File: config.mk
export PLATFORM = sky130hd
export DESIGN_NAME = aux_request_encoder
export DESIGN_NICKNAME = d
export VERILOG_FILES = /design/src/rtl/aux_request_encoder.sv
export SDC_FILE = /design/constraint.sdc
export NUM_CORES = 1
export LEC_CHECK = 0
export CORE_MARGIN = 2
export CORE_UTILIZATION = 45
export CTS_CLUSTER_SIZE = 30
export DETAILED_ROUTE_END_ITERATION = 10
export GPL_TIMING_DRIVEN = 1
export HOLD_SLACK_MARGIN = 0.02
export PLACE_DENSITY_LB_ADDON = 0.08
export SYNTH_ARGS = -nofsm -noshare
export SYNTH_HDL_FRONTEND = slang
export SYNTH_SLANG_ARGS = --single-unit
File: constraint.sdc
create_clock -name clk -period 5.05 [get_ports clk]
set_input_delay 1.01 -clock clk [delete_from_list [all_inputs] [get_ports clk]]
set_output_delay 1.01 -clock clk [all_outputs]
set_load 0.02 [all_outputs]
File: src/rtl/aux_request_encoder.sv
// AUX channel transmit encoder: takes one request plus write payload and emits it as a
// contiguous byte frame (header, optional LEN, payload), followed by a one-cycle done gap.
module aux_request_encoder #(
    parameter int MAX_LEN = 16,
    parameter int ADDR_W  = 20
) (
    input  logic              clk,
    input  logic              rst,
    input  logic [3:0]        req_cmd,
    input  logic [ADDR_W-1:0] req_addr,
    input  logic [7:0]        req_len,
    input  logic              req_addr_only,
    input  logic              req_vld,
    output logic              req_ready,
    input  logic [7:0]        wr_data,
    input  logic              wr_data_vld,
    output logic              wr_data_ready,
    output logic [7:0]        aux_out,
    output logic              aux_out_vld,
    output logic              aux_done,
    output logic              tx_err,
    output logic              tx_i2c_native
);
    localparam int PTR_W = (MAX_LEN > 1) ? $clog2(MAX_LEN) : 1;
    localparam int CNT_W = $clog2(MAX_LEN + 1);

    typedef enum logic [2:0] {IDLE, CHECK, WAIT_DATA, HDR, DATA, GAP} state_t;

    state_t            state_q, state_d;
    logic [3:0]        cmd_q, cmd_d;
    logic [ADDR_W-1:0] addr_q, addr_d;
    logic [7:0]        len_q, len_d;
    logic              addr_only_q, addr_only_d;
    logic              is_wr_q, is_wr_d;
    logic [7:0]        cnt_q, cnt_d;
    logic [7:0]        aux_out_q, aux_out_d;
    logic              aux_out_vld_q, aux_out_vld_d;
    logic              aux_done_q, aux_done_d;
    logic              tx_err_q, tx_err_d;
    logic              native_q, native_d;

    logic [7:0]        fifo_q [MAX_LEN];
    logic [PTR_W-1:0]  rd_ptr_q, rd_ptr_d, wr_ptr_q, wr_ptr_d;
    logic [CNT_W-1:0]  count_q, count_d;
    logic              push, pop, flush;

    logic [19:0]       addr_ext;
    logic [8:0]        need;
    logic              enough, oversize, req_is_wr;
    logic [7:0]        hdr_last, hdr_byte;

    function automatic logic [PTR_W-1:0] ptr_inc(input logic [PTR_W-1:0] p);
        return (p == PTR_W'(MAX_LEN - 1)) ? '0 : p + PTR_W'(1);
    endfunction

    assign addr_ext  = 20'(addr_q);
    assign need      = {1'b0, len_q} + 9'd1;
    assign enough    = 9'(count_q) >= need;
    assign oversize  = {1'b0, len_q} >= 9'(MAX_LEN);
    assign req_is_wr = (req_cmd[1:0] == 2'b00) && !req_addr_only;
    assign hdr_last  = addr_only_q ? 8'd2 : 8'd3;
    assign push      = wr_data_vld && wr_data_ready;

    // Next-state and request latching; the error pulse is decided at accept so it lands in CHECK.
    always_comb begin
        state_d     = state_q;
        cmd_d       = cmd_q;
        addr_d      = addr_q;
        len_d       = len_q;
        addr_only_d = addr_only_q;
        is_wr_d     = is_wr_q;
        cnt_d       = cnt_q;
        native_d    = native_q;
        tx_err_d    = 1'b0;
        flush       = 1'b0;
        case (state_q)
            IDLE: begin
                if (req_vld) begin
                    cmd_d       = req_cmd;
                    addr_d      = req_addr;
                    len_d       = req_len;
                    addr_only_d = req_addr_only;
                    is_wr_d     = req_is_wr;
                    native_d    = ~req_cmd[3];
                    tx_err_d    = req_is_wr && ({1'b0, req_len} >= 9'(MAX_LEN));
                    state_d     = CHECK;
                end
            end
            CHECK: begin
                if (is_wr_q && oversize) begin
                    flush   = 1'b1;
                    state_d = IDLE;
                end else if (is_wr_q && !enough) begin
                    state_d = WAIT_DATA;
                end else begin
                    state_d = HDR;
                    cnt_d   = 8'd0;
                end
            end
            WAIT_DATA: begin
                if (enough) begin
                    state_d = HDR;
                    cnt_d   = 8'd0;
                end
            end
            HDR: begin
                if (cnt_q == hdr_last) begin
                    cnt_d   = 8'd0;
                    state_d = is_wr_q ? DATA : GAP;
                end else begin
                    cnt_d = cnt_q + 8'd1;
                end
            end
            DATA: begin
                if (cnt_q == len_q) state_d = GAP;
                else                cnt_d   = cnt_q + 8'd1;
            end
            GAP:     state_d = IDLE;
            default: state_d = IDLE;
        endcase
    end

    // Output registers are loaded with what the next state shows, so the bus is glitch-free.
    always_comb begin
        hdr_byte = len_q;
        case (cnt_d[1:0])
            2'd0:    hdr_byte = {cmd_q, addr_ext[19:16]};
            2'd1:    hdr_byte = addr_ext[15:8];
            2'd2:    hdr_byte = addr_ext[7:0];
            default: hdr_byte = len_q;
        endcase
        pop           = (state_d == DATA);
        aux_out_vld_d = (state_d == HDR) || (state_d == DATA);
        aux_done_d    = (state_d == GAP);
        aux_out_d     = 8'h00;
        if (state_d == HDR)       aux_out_d = hdr_byte;
        else if (state_d == DATA) aux_out_d = fifo_q[rd_ptr_q];
    end

    always_comb begin
        rd_ptr_d = rd_ptr_q;
        wr_ptr_d = wr_ptr_q;
        count_d  = count_q;
        if (flush) begin
            rd_ptr_d = '0;
            wr_ptr_d = '0;
            count_d  = '0;
        end else begin
            if (push) wr_ptr_d = ptr_inc(wr_ptr_q);
            if (pop)  rd_ptr_d = ptr_inc(rd_ptr_q);
            count_d = count_q + CNT_W'(push) - CNT_W'(pop);
        end
    end

    always_ff @(posedge clk or negedge rst) begin
        if (!rst) begin
            state_q       <= IDLE;
            cmd_q         <= '0;
            addr_q        <= '0;
            len_q         <= '0;
            addr_only_q   <= 1'b0;
            is_wr_q       <= 1'b0;
            cnt_q         <= '0;
            aux_out_q     <= '0;
            aux_out_vld_q <= 1'b0;
            aux_done_q    <= 1'b0;
            tx_err_q      <= 1'b0;
            native_q      <= 1'b0;
            rd_ptr_q      <= '0;
            wr_ptr_q      <= '0;
            count_q       <= '0;
        end else begin
            state_q       <= state_d;
            cmd_q         <= cmd_d;
            addr_q        <= addr_d;
            len_q         <= len_d;
            addr_only_q   <= addr_only_d;
            is_wr_q       <= is_wr_d;
            cnt_q         <= cnt_d;
            aux_out_q     <= aux_out_d;
            aux_out_vld_q <= aux_out_vld_d;
            aux_done_q    <= aux_done_d;
            tx_err_q      <= tx_err_d;
            native_q      <= native_d;
            rd_ptr_q      <= rd_ptr_d;
            wr_ptr_q      <= wr_ptr_d;
            count_q       <= count_d;
        end
    end

    always_ff @(posedge clk) begin
        if (push && !flush) fifo_q[wr_ptr_q] <= wr_data;
    end

    assign req_ready     = (state_q == IDLE);
    assign wr_data_ready = (count_q < CNT_W'(MAX_LEN));
    assign aux_out       = aux_out_q;
    assign aux_out_vld   = aux_out_vld_q;
    assign aux_done      = aux_done_q;
    assign tx_err        = tx_err_q;
    assign tx_i2c_native = native_q;
endmodule

Word level (Yosys, flattened, before mapping)
Memory sizes are Yosys's and may differ from the RTL's.
Index checks and enable logic that the tools add are counted.
{ "classes": {"n_div": 0, "shifts": 0, "n_mul": 0, "magnitude_cmp": 4, "eq_ne": 17, "reduce_logical": 18, "bitwise_logic": 1, "n_mux": 31, "addsub": 6} }
{ "ops": {"columns": ["cell", "n"], "rows": [
  ["2-to-1 mux 8 bit", 7],
  ["case mux 8 bit (4 select lines)", 1],
  ["2-to-1 mux 4 bit", 6],
  ["case mux 8 bit (3 select lines)", 1],
  [">= comparator 8 x 5 -> 1 bit, second input constant", 2],
  ["case mux 3 bit (5 select lines)", 1],
  ["2-to-1 mux 3 bit", 4],
  ["adder 8 x 1 -> 9 bit, second input constant", 1],
  ["== test 3 x 2 -> 1 bit, second input constant", 3],
  ["== test 3 bit, second input constant", 3],
  [">= comparator 5 x 9 -> 1 bit", 1],
  ["2-to-1 mux 1 bit", 9],
  ["adder 4 x 1 -> 4 bit, second input constant", 2],
  ["adder 8 x 1 -> 8 bit, second input constant", 1],
  ["== test 4 bit, second input constant", 2],
  ["== test 8 x 2 -> 1 bit", 1],
  ["== test 8 bit", 1],
  ["inequality test 2 bit, second input constant", 4],
  ["logical AND 1 bit", 6],
  ["adder 5 x 1 -> 5 bit", 1],
  ["less-than comparator 5 bit, second input constant", 1],
  ["2-to-1 mux 5 bit", 1],
  ["AND reduction 5 bit", 1],
  ["subtractor 5 x 1 -> 5 bit", 1],
  ["other kinds (12)", 16]
]} }
{ "totals": {"word_cells": 94, "regBits": 70, "in_bits": 45, "memories": 1, "mem_bits_ro": 0, "latchBits": 0, "out_inout_bits": 14, "ram_bits": 128} }
{ "memory_table": {"columns": ["name", "depth", "width", "rd", "rd_clocked_by_memory_dff", "write_ports", "line", "text"], "rows": [
  ["fifo_q", 16, 8, 1, 0, 1, "42", "logic [7:0] fifo_q [MAX_LEN];"]
]} }

Longest topological paths before layout
Gate-level depths: netlist of the first run.
{ "logic_depth": {"word_depth": 10, "ltp_mapped": 21, "ltp_nobuf": 19} }

Least setup slack after synthesis of the first run
Ideal clock, no wire load.
{ "synth_path": {"path_kind": "reg2reg", "start": "register len_q[0]", "end": "register count_q[4]", "arrival_time_ps": 3627, "stages_incl_launch_ff": 22, "setup_time_ps": 132, "period_less_slack_ps": 3759, "required_ps": 4918, "slack_ps": 1291, "n_path_buf": 2, "path_cell_list": "dfrtp_1 > ha_1 > nand3_1 > xor2_1 > ha_1 > nand4_1 > o221a_2 > a2111oi_2 > or4_1 > buf_2 > inv_1 > buf_2 > ha_1 > inv_1 > ha_1 > inv_1 > fa_1 > inv_1 > a21o_1 > a21oi_1 > xnor2_1 > nor2_1"} }
{ "synth_between": {"elab_chain_cells": 10, "elab_cells_between_ends": 17, "cone_classes": "add/sub (2); order compare (2); eq/ne (2); mux (8); reduce/logical (3)"} }
{ "synth_lines": {"columns": ["element", "line", "text"], "rows": [
  ["start, declared", "32", "logic [7:0] len_q, len_d;"],
  ["start signal, assigned", "176", "len_q <= len_d;"],
  ["adder 8 x 1 -> 9 bit", "57", "assign need = {1'b0, len_q} + 9'd1;"],
  [">= comparator 5 x 9 -> 1 bit", "58", "assign enough = 9'(count_q) >= need;"],
  ["zero test 1 bit", "93", "end else if (is_wr_q && !enough) begin"],
  ["logical AND 1 bit", "93", null],
  ["2-to-1 mux 1 bit", "93", null],
  ["2-to-1 mux 2 bit", "90", "if (is_wr_q && oversize) begin"],
  ["case mux 3 bit (5 select lines)", "76", "case (state_q)"],
  ["== test 3 bit", "132", "pop = (state_d == DATA);"],
  ["subtractor 5 x 1 -> 5 bit", "151", "count_d = count_q + CNT_W'(push) - CNT_W'(pop);"],
  ["2-to-1 mux 5 bit *", "144", "if (flush) begin"],
  ["named net count_d[4]", "44", "logic [CNT_W-1:0] count_q, count_d;"],
  ["end signal, assigned", "187", "count_q <= count_d;"],
  ["end, declared", "44", null]
]} }
Mark *: on every way through the listed nets, which the timed path passes. The rest lies on a longest branch.
A chain may end at the register's enable or synchronous reset.

Worst setup path after layout of the first run
{ "layout_path": {"start": "register len_q[1]", "end": "register count_q[4]"} }
The elaborated chain is that of the path after synthesis.

==> impl_metrics.json, run 1 <==
{
  "power_density_mw_per_mm2": 558,
  "cts_sinks": 198,
  "drt_wl_total_um": 18100,
  "die_w_um": 142,
  "cts_resized": 0,
  "drtPass1Iterations": 4,
  "cts_hold_buf": 0,
  "num_rows": 50,
  "vias": 4943,
  "drive_gt1_share_pct": 13.9,
  "yosysTopAreaCellShare_pct": 44.7,
  "root_buffer": "clkbuf_16",
  "io-pin-count": 59,
  "path_buf_inv": 4,
  "cts_tree": "done",
  "worstMarginPinSlew_ns": 1.21,
  "drcViolationCount": 0,
  "cts_setup_buffers": 0,
  "antenna_found_initial": 0,
  "cpMaxStageDelayCell": "dfrtp_1",
  "cp-start-kind": "flop",
  "die_h_um": 142,
  "slew_headroom_pct": 19.0,
  "hp-class": "reg2reg",
  "antenna_cells": 0,
  "dp_hpwl_um": 12400,
  "synth_largest_area_cell": "edfxtp_1",
  "start_util_pct": 46.0,
  "maxCapViolations": 0,
  "ant_nets": 0,
  "sequentialPowerShare_pct": 41.2,
  "grt_pass1_vias": 5107,
  "arrival_ns": 4.51,
  "p_leak_uw": 0.00384,
  "core_mm2": 0.0187,
  "endpoint_kind": "flop",
  "viasPerCell": 5.44,
  "grt_usage_pct": 19.1,
  "area_growth_pct": 16.8,
  "period_share_pct": 83.0,
  "path_max_fanout": 11,
  "synth-edff-count": 128,
  "finalSetupTns_ns": 0,
  "clock-skew-final_ns": 0.0150,
  "clk_latency_ns": 0.43,
  "critPathTopFamily": "adder cells",
  "p_switching_uw": 1880,
  "grt_pass1_wl_um": 28500,
  "synth-main-ff-cell": "edfxtp_1",
  "cts_made_buffers": 17,
  "crit_type": "reg2reg",
  "cts_max_level": 4,
  "syn_area_per_cell_um2": 14.2,
  "fin_crit_ns": 4.19,
  "synth_most_common_cell": "edfxtp_1",
  "pwr-share-comb_pct": 32.1,
  "slew_violations": 0,
  "ys_ff_latch": 198,
  "yosysWarnings": 0,
  "power_frac_clock_pct": 26.7,
  "clkTransAtPathRegs_ns": 0.07,
  "fp.dieArea_mm2": 0.0202,
  "status": "completed",
  "place_congestion": 0.852,
  "syn_area_mm2": 0.00860,
  "utilization_pct": 53.7,
  "synthTopCellsByArea": "edfxtp_1, dfrtp_1, mux4_2",
  "syn_nets": 670,
  "worstPathCellList": "ha_1 -> nand3_1 -> xor2_1 -> ha_1 -> nand4_1 -> o221a_2 -> a2111oi_2 -> or4_1 -> inv_1 -> ha_1 -> inv_1 -> ha_1 -> inv_1 -> fa_1 -> inv_1 -> a21o_1 -> a21oi_1 -> xnor2_1 -> nor2_1",
  "critPathRequiredTime_ns": 5.36,
  "synth_cell_type_count": 56,
  "final_net_count": 725,
  "grt_max_degree": 42,
  "wl_per_cell_um": 19.9,
  "rsz0062_at_grt": "false",
  "place.port_buffers": 58,
  "setup_viol_count_final": 0,
  "hold_viol_final": 0,
  "clockBufferDepth": 2,
  "power.internal_uw": 3730,
  "fmax_mhz": 238,
  "overflow": 0,
  "yosysSeqAreaShare_pct": 65.1,
  "synthArstFlopShare_pct": 35.4,
  "synth_cells": 606,
  "synth_top_cells_by_count": "edfxtp_1, nand2_1, dfrtp_1",
  "swShare_pct": 33.5,
  "first_iter_violations": 303,
  "critPathMaxStageDelay_ns": 0.44,
  "peakVddDrop_mv": 0.319
}
## sequential cells by signal, indices dropped and copies added, names as in the netlist, 3 cells and up
register	flops
fifo_q	128
addr_ext	20
aux_out	8
cnt_q	8
len_q	8
count_q	5
cmd_q	4
rd_ptr_q	4
wr_ptr_q	4
state_q	3
## final cells by class
| cell class | count | area [µm²] |
|---|---|---|
| clock buffer | 17 | 425 |
| clock inverter | 15 | 231 |
| fill | 1523 | 8660 |
| inverter | 22 | 82.6 |
| multi-input combinational | 354 | 2770 |
| sequential | 198 | 5600 |
| tap | 234 | 293 |
| timing repair buffer | 68 | 651 |
## power groups by stage
stage | combinational (µW) | clock [µW] | sequential, µW
after global placement | 1800 | 0 | 2340
after detailed placement | 1820 | 0 | 2350
after floorplan | 1430 | 0 | 2230
after CTS | 1830 | 1520 | 2320
final | 1800 | 1500 | 2310
after global routing | 2020 | 1580 | 2360
## per-layer routing
layer	GRT usage (%)	wire length, µm	up-vias
li1	-	-	2316
met1	24.7	7810	2504
met2	32.7	9300	103
met3	4.04	742	20
met4	5.37	204	0
met5	0	0	-
## per-stage QoR
step	area (µm²)	hold WS, ns	power (µW)	setup WS (ns)	std cells
finish	10000	0.481	5610	0.857	908
global route	10000	0.504	5960	0.521	908
CTS	10000	0.485	5670	0.840	908
detailed placement	9390	0.463	4170	0.843	876
global placement	9390	0.458	4140	0.902	876
floorplan	8600	0.445	3670	1.29	606
## final timing paths
kind                                           end               startpoint  slack [ns]  cells after the start
max                           count_q[4]$_DFF_PN0_     len_q[1]$_DFFE_PN0P_        0.86                     19
min reg2reg                addr_ext[4]$_DFFE_PN0P_  addr_ext[4]$_DFFE_PN0P_        0.48                      2
min                        addr_ext[4]$_DFFE_PN0P_  addr_ext[4]$_DFFE_PN0P_        0.48                      2
max reg2reg                   count_q[4]$_DFF_PN0_     len_q[1]$_DFFE_PN0P_        0.86                     19
min in group asynchronous     cnt_q[4]$_DFFE_PN0P_                      rst        0.61                      1
max in group asynchronous     aux_out[6]$_DFF_PN0_                      rst        3.47                      2
## layout by cell type, fill, tap and decap left out, types with 4 or more instances in the layout
master           instances
ha_1                    18
clkdlybuf4s50_1         57
edfxtp_1               128
nand2_1                126
xnor2_1                  4
xor2_1                  16
inv_6                    4
clkbuf_16               17
mux2i_1                 16
a21oi_1                 13
o221ai_1                 8
dfrtp_1                 69
nand3_1                  5
buf_4                   10
nor4_1                   4
nor2b_1                  6
nor3_1                   8
mux4_2                  40
nor2_1                  28
a21o_1                   4
inv_1                   22
o21ai_0                 18
bufinv_16                4
## worst reg2reg max path, delay by kind of cell (launching register included)
kind	cells	cell delay (ns)
adder cells (fa/ha/maj)	5	1.44
XOR/XNOR	2	0.33
AND/OR/NAND/NOR	4	0.59
AO/OA/AOI/OAI	4	0.86
buffers and inverters	4	0.42
flip-flops	1	0.44
## kinds of logic (layout without fill, tap and decap cells)
| group | Yosys count | in the layout | share of synthesized area [%] |
|---|---|---|---|
| AOI/OAI and AO/OA | 58 | 58 | 4.60 |
| xor gates and xnor gates | 20 | 20 | 2.04 |
| adders and majority gates | 19 | 19 | 2.85 |
| buffers and inverters | 54 | 122 | 2.85 |
| DFF | 198 | 198 | 65.1 |
| muxes | 57 | 57 | 12.5 |
| and+or+nand+nor | 200 | 200 | 10.1 |
No activity file was read; power rests on OpenSTA's default activity.
==> run 2, diff against run 1 <==
- clock period: 5.05 -> 4.29 ns (I/O delays scaled with it)
==> run 2 against run 1 <==
- combinational power rose by 21%
- routed wire length rose by 0.97%
- critical path depth did not move
- flip-flop and latch count did not move
- critical path type unchanged
- largest cell class unchanged
- largest power group unchanged
==> impl_metrics.json, run 2 (synthesized netlist as in run 1, its figures left out) <==
{
  "power_frac_clock_pct": 26.0,
  "area_growth_pct": 18.2,
  "p_leak_uw": 0.00391,
  "worstPathCellList": "ha_1 -> nand3_1 -> xor2_1 -> ha_1 -> nand4_1 -> o221a_2 -> a2111oi_2 -> or4_1 -> inv_1 -> ha_1 -> inv_1 -> ha_1 -> inv_1 -> fa_1 -> inv_1 -> a21o_1 -> a21oi_1 -> xnor2_1 -> nor2_1",
  "drtPass1Iterations": 7,
  "slew_headroom_pct": 23.0,
  "root_buffer": "clkbuf_16",
  "wl_per_cell_um": 19.7,
  "fin_crit_ns": 3.74,
  "grt_pass1_vias": 5226,
  "largest-register": "fifo_q",
  "final_net_count": 741,
  "pwr-share-comb_pct": 33.0,
  "peakVddDrop_mv": 0.418,
  "cts_setup_buffers": 0,
  "endpoint_kind": "flop",
  "sequentialPowerShare_pct": 41.0,
  "cpMaxStageDelayCell": "dfrtp_1",
  "overflow": 0,
  "io-pin-count": 59,
  "grt_max_degree": 42,
  "grt_pass1_wl_um": 29000,
  "crit_type": "reg2reg",
  "final_cell_mix": "edfxtp_1, nand2_1, dfrtp_1, clkdlybuf4s50_1, mux4_2",
  "place_congestion": 0.861,
  "r2r_start": "len_q[1]$_DFFE_PN0P_",
  "setup_viol_count_final": 0,
  "dp_hpwl_um": 12700,
  "vias": 5074,
  "maxCapViolations": 0,
  "cts_hold_buf": 0,
  "clock-skew-final_ns": 0.0116,
  "die_h_um": 142,
  "drt_wl_total_um": 18200,
  "dp_cells": 892,
  "cts_made_buffers": 17,
  "core_mm2": 0.0187,
  "min_from": "cmd_q[2]$_DFFE_PN0P_",
  "largest_reg_flops": 128,
  "p_switching_uw": 2230,
  "power_density_mw_per_mm2": 648,
  "stdcell_count": 924,
  "swShare_pct": 33.8,
  "period_share_pct": 87.1,
  "antenna_found_initial": 0,
  "path_max_fanout": 5,
  "antenna_cells": 0,
  "power.internal_uw": 4360,
  "die_w_um": 142,
  "cts_sinks": 198,
  "r2r_slack_ns": 0.55,
  "place_area_mm2": 0.00951,
  "r2r_cells": 19,
  "slew_violations": 0,
  "clkTransAtPathRegs_ns": 0.07,
  "cts_tree": "done",
  "min_delay_worst_endpoint": "cmd_q[2]$_DFFE_PN0P_",
  "min_path_cells": 2,
  "status": "completed",
  "hp-class": "reg2reg",
  "first_iter_violations": 290,
  "drcViolationCount": 0,
  "drive_gt1_share_pct": 15.9,
  "cp-start-kind": "flop",
  "grt_usage_pct": 19.3,
  "arrival_ns": 4.06,
  "clockBufferDepth": 2,
  "rsz0062_at_grt": "false",
  "timing.rr.end": "count_q[4]$_DFF_PN0_",
  "start_util_pct": 46.0,
  "ant_nets": 0,
  "viasPerCell": 5.49,
  "critPathRequiredTime_ns": 4.61,
  "cts_max_level": 4,
  "finalInstanceArea_mm2": 0.0102,
  "hold_viol_final": 0,
  "clk_latency_ns": 0.43,
  "worstMarginPinSlew_ns": 1.15,
  "critPathMaxStageDelay_ns": 0.43,
  "place.port_buffers": 58,
  "num_rows": 50,
  "cts_resized": 0,
  "finalSetupTns_ns": 0,
  "fp.dieArea_mm2": 0.0202,
  "layout_commonest_cell": "edfxtp_1",
  "fmax_mhz": 268
}
[run 2: cell count changes in the layout (fill, tap and decap cells not counted)]
cell        previous run  this run
clkinv_8               2         4
clkinv_4               0         1
buf_4                 10        26
clkinvlp_4             0         1
bufinv_16              4         3
inv_6                  4         5
clkinv_2               2         0
inv_8                  3         1
[run 2: worst max-delay path by stage]
stage	slack [ns]	depth (start not counted)	end	start
finish	0.55	19	count_q[4]$_DFF_PN0_	len_q[1]$_DFFE_PN0P_
global route	0.23	19	count_q[4]$_DFF_PN0_	len_q[1]$_DFFE_PN0P_
CTS	0.53	19	count_q[4]$_DFF_PN0_	len_q[1]$_DFFE_PN0P_
detailed placement	0.54	19	count_q[4]$_DFF_PN0_	len_q[1]$_DFFE_PN0P_
global placement	0.63	19	count_q[4]$_DFF_PN0_	len_q[0]$_DFFE_PN0P_
floorplan	0.53	21	count_q[4]$_DFF_PN0_	len_q[0]$_DFFE_PN0P_
[run 2: routing by layer]
metal  vias up  GRT usage [%]  share of wire [%]
met5         -              0                  0
met4         0           5.53                1.1
met3        16           3.97                3.7
met2       117           33.3                 52
met1      2596           24.8                 44
li1       2345              -                  -
[run 2: layout make-up]
| class | count | area (µm²) |
|---|---|---|
| fillers | 1560 | 8540 |
| flip-flops and latches | 198 | 5600 |
| multi-input cells | 354 | 2770 |
| repair buffers | 84 | 771 |
| clock buffers | 17 | 425 |
| well taps | 234 | 293 |
| clock inverters | 15 | 226 |
| inverters | 22 | 82.6 |
[run 2: power by group through the flow]
| stage | Sequential [µW] | Combinational (µW) | Clock [µW] |
|---|---|---|---|
| after floorplan | 2630 | 1690 | 0 |
| after global placement | 2730 | 2160 | 0 |
| after detailed placement | 2740 | 2200 | 0 |
| after CTS | 2700 | 2210 | 1750 |
| after global routing | 2750 | 2410 | 1820 |
| final | 2700 | 2170 | 1710 |
[run 2: through the flow]
stage / util (%) / power, µW / setup WS (ns) / hold slack (ns)
floorplan: - / 4310 / 0.531 / 0.445
global placement: 50.8 / 4890 / 0.625 / 0.460
detailed placement: 50.8 / 4940 / 0.544 / 0.464
CTS: 54.3 / 6660 / 0.528 / 0.481
global route: 54.3 / 6990 / 0.233 / 0.513
finish: 54.3 / 6580 / 0.555 / 0.475
[run 2: worst max-delay path, delay by kind of cell, from the launching register on]
family,cells,cell delay (ns)
AO/OA/AOI/OAI,4,0.84
flip-flops,1,0.43
AND/OR/NAND/NOR,4,0.44
buffers and inverters,4,0.24
adder cells (fa/ha/maj),5,1.36
XOR/XNOR,2,0.31
